===== src/rtl/dmem_block_mover_if.sv =====
`timescale 1ns/1ps
`default_nettype none
// +--------------------------------------------------------------------------+
// | Module   : dmem_block_mover_if                                           |
// | Purpose  : Data-memory load/store port shared by the block mover and RAM |
// | Revision : 1.0 - initial release                                         |
// +--------------------------------------------------------------------------+
interface dmem_block_mover_if #(
  parameter int AW = 8
) ();
  logic [AW-1:0] mem_addr;
  logic          mem_rd;
  logic          mem_wr;
  logic [7:0]    mem_wdata;
  logic [7:0]    mem_rdata;

  modport master (
    output mem_addr,
    output mem_rd,
    output mem_wr,
    output mem_wdata,
    input  mem_rdata
  );

  modport slave (
    input  mem_addr,
    input  mem_rd,
    input  mem_wr,
    input  mem_wdata,
    output mem_rdata
  );
endinterface
`default_nettype wire


===== src/rtl/dmem_block_mover.sv =====
`timescale 1ns/1ps
`default_nettype none
// +--------------------------------------------------------------------------+
// | Module   : dmem_block_mover                                              |
// | Purpose  : Ascending byte block copy src->dst over the data-memory port. |
// |            DMEM_BLOCK_MOVER_FILL_EN adds a constant-fill mode.           |
// | Revision : 1.0 - initial release                                         |
// +--------------------------------------------------------------------------+
module dmem_block_mover #(
  parameter int AW = 8
) (
  input  logic          clk,
  input  logic          rst_n,
  input  logic          start,
  input  logic [AW-1:0] src_addr,
  input  logic [AW-1:0] dst_addr,
  input  logic [AW:0]   len,
`ifdef DMEM_BLOCK_MOVER_FILL_EN
  input  logic          fill,
  input  logic [7:0]    fill_val,
`endif
  output logic          busy,
  output logic          done,
  dmem_block_mover_if.master bus
);

  localparam logic [AW:0] c_IDX_ONE = {{AW{1'b0}}, 1'b1};

  typedef enum logic [1:0] {
    S_IDLE = 2'd0,
    S_RD   = 2'd1,
    S_WR   = 2'd2,
    S_DONE = 2'd3
  } state_t;

  state_t        r_state;
  state_t        w_nextState;
  logic [AW-1:0] r_srcAddr;
  logic [AW-1:0] r_dstAddr;
  logic [AW:0]   r_len;
  logic [AW:0]   r_idx;
  logic [7:0]    r_hold;
  logic [AW:0]   w_idxNext;
  logic          w_startFill;
  logic          w_fill;
  logic [7:0]    w_fillVal;

`ifdef DMEM_BLOCK_MOVER_FILL_EN
  logic          r_fill;
  logic [7:0]    r_fillVal;

  assign w_startFill = fill;
  assign w_fill      = r_fill;
  assign w_fillVal   = r_fillVal;
`else
  assign w_startFill = 1'b0;
  assign w_fill      = 1'b0;
  assign w_fillVal   = 8'h00;
`endif

  // Counter is AW+1 bits so a full 2**AW move terminates on the compare.
  assign w_idxNext = r_idx + c_IDX_ONE;

  always_ff @(posedge clk or negedge rst_n) begin
    if (!rst_n) begin
      r_state   <= S_IDLE;
      r_srcAddr <= '0;
      r_dstAddr <= '0;
      r_len     <= '0;
      r_idx     <= '0;
      r_hold    <= 8'h00;
`ifdef DMEM_BLOCK_MOVER_FILL_EN
      r_fill    <= 1'b0;
      r_fillVal <= 8'h00;
`endif
    end else begin
      r_state <= w_nextState;
      case (r_state)
        S_IDLE: begin
          if (start) begin
            r_srcAddr <= src_addr;
            r_dstAddr <= dst_addr;
            r_len     <= len;
            r_idx     <= '0;
`ifdef DMEM_BLOCK_MOVER_FILL_EN
            r_fill    <= fill;
            r_fillVal <= fill_val;
`endif
          end
        end
        S_RD:    r_hold <= bus.mem_rdata;
        S_WR:    r_idx  <= w_idxNext;
        default: r_idx  <= '0;
      endcase
    end
  end

  always_comb begin
    w_nextState   = r_state;
    busy          = 1'b0;
    done          = 1'b0;
    bus.mem_addr  = '0;
    bus.mem_rd    = 1'b0;
    bus.mem_wr    = 1'b0;
    bus.mem_wdata = 8'h00;
    case (r_state)
      S_IDLE: begin
        if (start) begin
          if (len == '0)       w_nextState = S_DONE;
          else if (w_startFill) w_nextState = S_WR;
          else                  w_nextState = S_RD;
        end
      end
      S_RD: begin
        busy         = 1'b1;
        bus.mem_rd   = 1'b1;
        bus.mem_addr = r_srcAddr + r_idx[AW-1:0];
        w_nextState  = S_WR;
      end
      S_WR: begin
        busy          = 1'b1;
        bus.mem_wr    = 1'b1;
        bus.mem_addr  = r_dstAddr + r_idx[AW-1:0];
        bus.mem_wdata = w_fill ? w_fillVal : r_hold;
        if (w_idxNext == r_len) w_nextState = S_DONE;
        else if (w_fill)        w_nextState = S_WR;
        else                    w_nextState = S_RD;
      end
      default: begin
        busy        = 1'b1;
        done        = 1'b1;
        w_nextState = S_IDLE;
      end
    endcase
  end

endmodule
`default_nettype wire


===== src/flat_wrapper.sv =====
// flat-port wrapper written by rule: the top's interface ports become plain ports
module dmem_block_mover_flat 
#(
  parameter int AW = 8
)
  (clk, rst_n, start, src_addr, dst_addr, len, busy, done, bus_mem_addr, bus_mem_rd, bus_mem_wr, bus_mem_wdata, bus_mem_rdata);
  dmem_block_mover_if #(.AW(AW)) bus_i ();
  input  logic clk;
  input  logic rst_n;
  input  logic start;
  input  logic [AW-1:0] src_addr;
  input  logic [AW-1:0] dst_addr;
  input  logic [AW:0] len;
  output logic busy;
  output logic done;
  output wire logic [$bits(bus_i.mem_addr)-1:0] bus_mem_addr;
  output wire logic [$bits(bus_i.mem_rd)-1:0] bus_mem_rd;
  output wire logic [$bits(bus_i.mem_wr)-1:0] bus_mem_wr;
  output wire logic [$bits(bus_i.mem_wdata)-1:0] bus_mem_wdata;
  input wire logic [$bits(bus_i.mem_rdata)-1:0] bus_mem_rdata;
  assign bus_mem_addr = bus_i.mem_addr;
  assign bus_mem_rd = bus_i.mem_rd;
  assign bus_mem_wr = bus_i.mem_wr;
  assign bus_mem_wdata = bus_i.mem_wdata;
  assign bus_i.mem_rdata = bus_mem_rdata;
  dmem_block_mover #(.AW(AW)) u_core (.clk(clk), .rst_n(rst_n), .start(start), .src_addr(src_addr), .dst_addr(dst_addr), .len(len), .busy(busy), .done(done), .bus(bus_i));
endmodule

===== config.mk =====
export PLATFORM = sky130hd
export DESIGN_NAME = dmem_block_mover_flat
export DESIGN_NICKNAME = d
export VERILOG_FILES = /design/src/rtl/dmem_block_mover_if.sv /design/src/rtl/dmem_block_mover.sv /design/src/flat_wrapper.sv
export SDC_FILE = /design/constraint.sdc
export NUM_CORES = 1
export LEC_CHECK = 0
export ABC_CLOCK_PERIOD_IN_PS = 6900
export CELL_PAD_IN_SITES_DETAIL_PLACEMENT = 1
export CELL_PAD_IN_SITES_GLOBAL_PLACEMENT = 2
export CORE_MARGIN = 2
export CORE_UTILIZATION = 35
export CTS_CLUSTER_SIZE = 16
export DETAILED_ROUTE_END_ITERATION = 12
export PLACE_DENSITY_LB_ADDON = 0.1
export SLEW_MARGIN = 5
export SYNTH_ARGS = -nofsm -noshare
export SYNTH_HDL_FRONTEND = slang
export SYNTH_SLANG_ARGS = --single-unit

===== constraint.sdc =====
create_clock -name clk -period 6.9 [get_ports clk]
set_input_delay 1.035 -clock clk [delete_from_list [all_inputs] [get_ports clk]]
set_output_delay 1.035 -clock clk [all_outputs]
set_load 0.02 [all_outputs]

==> flow_metrics.env <==
export IMPL_num_nets_final=339
export IMPL_end_kind="primary output"
export IMPL_worst_ep_required_time_ns=5.86
export IMPL_r2r_start="u_core.r_state[1]"
export IMPL_diodes=0
export IMPL_crit_type="register to primary output"
export IMPL_status="finished clean"
export IMPL_io_buffers=55
export IMPL_fin_crit_sh_pct=70.1
export IMPL_final_cell_mix="clkdlybuf4s50_1 (54), dfrtp_1 (44), mux2_2 (42)"
export IMPL_path_max_fanout=21
export IMPL_antenna_found_initial=0
export IMPL_clk_latency_ns=0.30
export IMPL_area_growth_pct=27.8
export IMPL_post_cts_setup_buffers=0
export IMPL_die_area_um2=8220
export IMPL_hold_depth=1
export IMPL_critPathLaunch="u_core.r_state[0]"
export IMPL_r2r_setup_slack_ns=4.65
export IMPL_cts_tree="built"
export IMPL_clock_tree_buffer_depth=2
export IMPL_final_setup_viol_count=0
export IMPL_grt_usage_pct=15.6
export IMPL_syn_area_um2=2630
export IMPL_initial_core_util_pct=36.2
export IMPL_yosysTopAreaCell="dfrtp_1"
export IMPL_stdcell_count=390
export IMPL_grt_pass1_wl_um=10300
export IMPL_drive_above_1_share_pct=19.2
export IMPL_overflow=0
export IMPL_drtPass1Iterations=4
export IMPL_synth_distinct_cells=44
export IMPL_multi_input_area_um2=1430
export IMPL_avgRoutedWirePerCell_um=15.9
export IMPL_ctsHtreeMaxLevel=2
export IMPL_chipWidth_um=90.7
export IMPL_worst_pin_slew_ns=1.10
export IMPL_gp_congestion=0.732
export IMPL_ys_ff_latch=44
export IMPL_fin_crit_ns=4.84
export IMPL_fin_tns_setup_ns=0
export IMPL_path_clk_slew_ns=0.08
export IMPL_r2r_end="u_core.r_idx[7]"
export IMPL_async_reset_ff_share_pct=100
export IMPL_num_vias=1982
export IMPL_hold_violations=0
export IMPL_dp_hpwl_um=4570
export IMPL_ant_nets=0
export IMPL_routed_wl_um=6200
export IMPL_ys_flop_type="dfrtp_1"
export IMPL_placed_cell_area_um2=3250
export IMPL_p_per_area_nw_per_um2=433
export IMPL_seqCellArea_um2=1100
export IMPL_crit_path_end="bus_mem_addr[6]"
export IMPL_power_total_mw=1.46
export IMPL_grt_max_degree=45
export IMPL_layout_commonest_cell="clkdlybuf4s50_1"
export IMPL_drc=0
export IMPL_fmax_ghz=0.207
export IMPL_crit_arrival_ns=3.80
export IMPL_ctsResizeCount=0
export IMPL_ctsRootBufferMaster="clkbuf_8"
export IMPL_yosysSeqAreaShare_pct=41.9
export IMPL_final_area_um2=3360
export IMPL_rsz0062_at_grt="no"
export IMPL_drv_slew=0
export IMPL_leakage_nw=1.44
export IMPL_avgViaCountPerCell=5.08
export IMPL_synth_top_area_share_pct=41.9
export IMPL_min_path_type="register to register"
export IMPL_num_io_pins=56
export IMPL_max_cap_violations=0
export IMPL_slew_limit_headroom_pct=26.7
export IMPL_rows=31
export IMPL_synthCells=238
export IMPL_worst_r2r_path_depth=6
export IMPL_drt_initial_drc_count=46
export IMPL_cts_buffers=5
export IMPL_skew_ns=0.00599
export IMPL_ir_worst_vdd_uv=163
export IMPL_ys_top_cells_by_area="dfrtp_1 (42%), mux2_2 (18%), ha_1 (5.7%)"
export IMPL_avgSynthCellArea_um2=11.0
export IMPL_grt_pass1_vias=2027
export IMPL_cts_sinks=44
export IMPL_die_h_um=90.7
export IMPL_core_area_um2=7250
export IMPL_synth_edf_count=0
export IMPL_crit_path_start_kind="register"
export IMPL_syn_num_nets=287
export IMPL_yosys_warnings=0
export IMPL_fillCellCount=810
export IMPL_cts_hold_buf=0
export IMPL_place_inst=382
[final cells by class]
| type | count | share of cell area (%) |
|---|---|---|
| clock buffer | 6 | 2.16 |
| clock inverter | 2 | 1.04 |
| inverter | 9 | 1.01 |
| multi-input combinational | 173 | 42.6 |
| sequential | 44 | 32.8 |
| tap | 99 | 3.69 |
| timing repair buffer | 57 | 16.7 |
[worst min-delay path by stage]
| stage | slack [ns] | to | start |
|---|---|---|---|
| after floorplan | 0.47 | u_core.r_hold[0] | u_core.r_hold[0] |
| after global placement | 0.48 | u_core.r_hold[0] | u_core.r_hold[0] |
| after detailed placement | 0.49 | u_core.r_hold[7] | u_core.r_hold[7] |
| after CTS | 0.51 | u_core.r_hold[7] | u_core.r_hold[7] |
| after global routing | 0.53 | u_core.r_srcAddr[4] | u_core.r_srcAddr[4] |
| final | 0.50 | u_core.r_srcAddr[4] | u_core.r_srcAddr[4] |
[sequential cells by signal (all words and copies together) (netlist names)]
name,flops
u_core.r_dstAddr,8
u_core.r_state,2
u_core.r_srcAddr,8
u_core.r_idx,9
u_core.r_hold,8
u_core.r_len,9
[logic make-up (layout without fill, tap and decap cells)]
kind of cell	after synthesis	in the layout	synth area share, %
simple gates	64	64	14.4
mux	44	44	18.8
flops	44	44	41.9
compound gates	36	36	9.47
buf+inv	21	74	3.62
xor+xnor	16	16	5.33
fa+ha+maj	13	13	6.47
[metrics by stage]
step                setup slack [ns]  utilization, %  hold WS [ns]
floorplan                       2.92               -         0.473
global placement                2.47            44.8         0.482
detailed placement              2.38            44.8         0.489
CTS                             2.03            46.3         0.510
global route                    1.81            46.3         0.528
finish                          2.06            46.3         0.502
[layer usage]
| layer | global-route usage (%) | share of wire [%] |
|---|---|---|
| met4 | 3.85 | 0.71 |
| met5 | 0 | 0 |
| met2 | 26.9 | 50 |
| met1 | 19.8 | 46 |
| met3 | 3.59 | 3.9 |
[synth_stat cells, types with 2 or more instances]
| library cell | count |
|---|---|
| a211oi_1 | 2 |
| a21o_1 | 7 |
| a21oi_1 | 4 |
| a22o_1 | 7 |
| a31oi_1 | 4 |
| and2_1 | 10 |
| and3_2 | 2 |
| and4b_1 | 2 |
| buf_2 | 7 |
| clkbuf_1 | 3 |
| dfrtp_1 | 44 |
| ha_1 | 12 |
| inv_1 | 9 |
| mux2_2 | 42 |
| nand2_1 | 9 |
| nand2b_1 | 4 |
| nand3_1 | 4 |
| nand3b_1 | 3 |
| nor2_1 | 8 |
| nor2b_1 | 3 |
| nor3_1 | 4 |
| nor3b_1 | 2 |
| nor4_1 | 4 |
| o21ai_0 | 6 |
| or3_1 | 3 |
| xnor2_1 | 14 |
| xor2_1 | 2 |
[where the power goes]
group | switching (mW) | total (mW) | leakage (nW) | internal, mW
logic | 0.392 | 0.817 | 0.848 | 0.424
registers | 0.0744 | 0.443 | 0.537 | 0.368
clock network | 0.0888 | 0.196 | 0.0552 | 0.108
total | 0.556 | 1.46 | 1.44 | 0.900
[worst max-delay path, stage by stage, from the launching register on]
cell,delay (ns)
dfrtp_1,0.42
inv_1,0.10
ha_1,0.34
buf_4,0.32
mux2_2,0.37
ha_1,0.30
nor2b_1,0.15
o21ai_0,0.21
a21boi_0,0.18
or3_1,0.38
nand3_1,0.10
clkdlybuf4s50_1,0.61
Note: power is estimated with default switching activity, not from simulation.
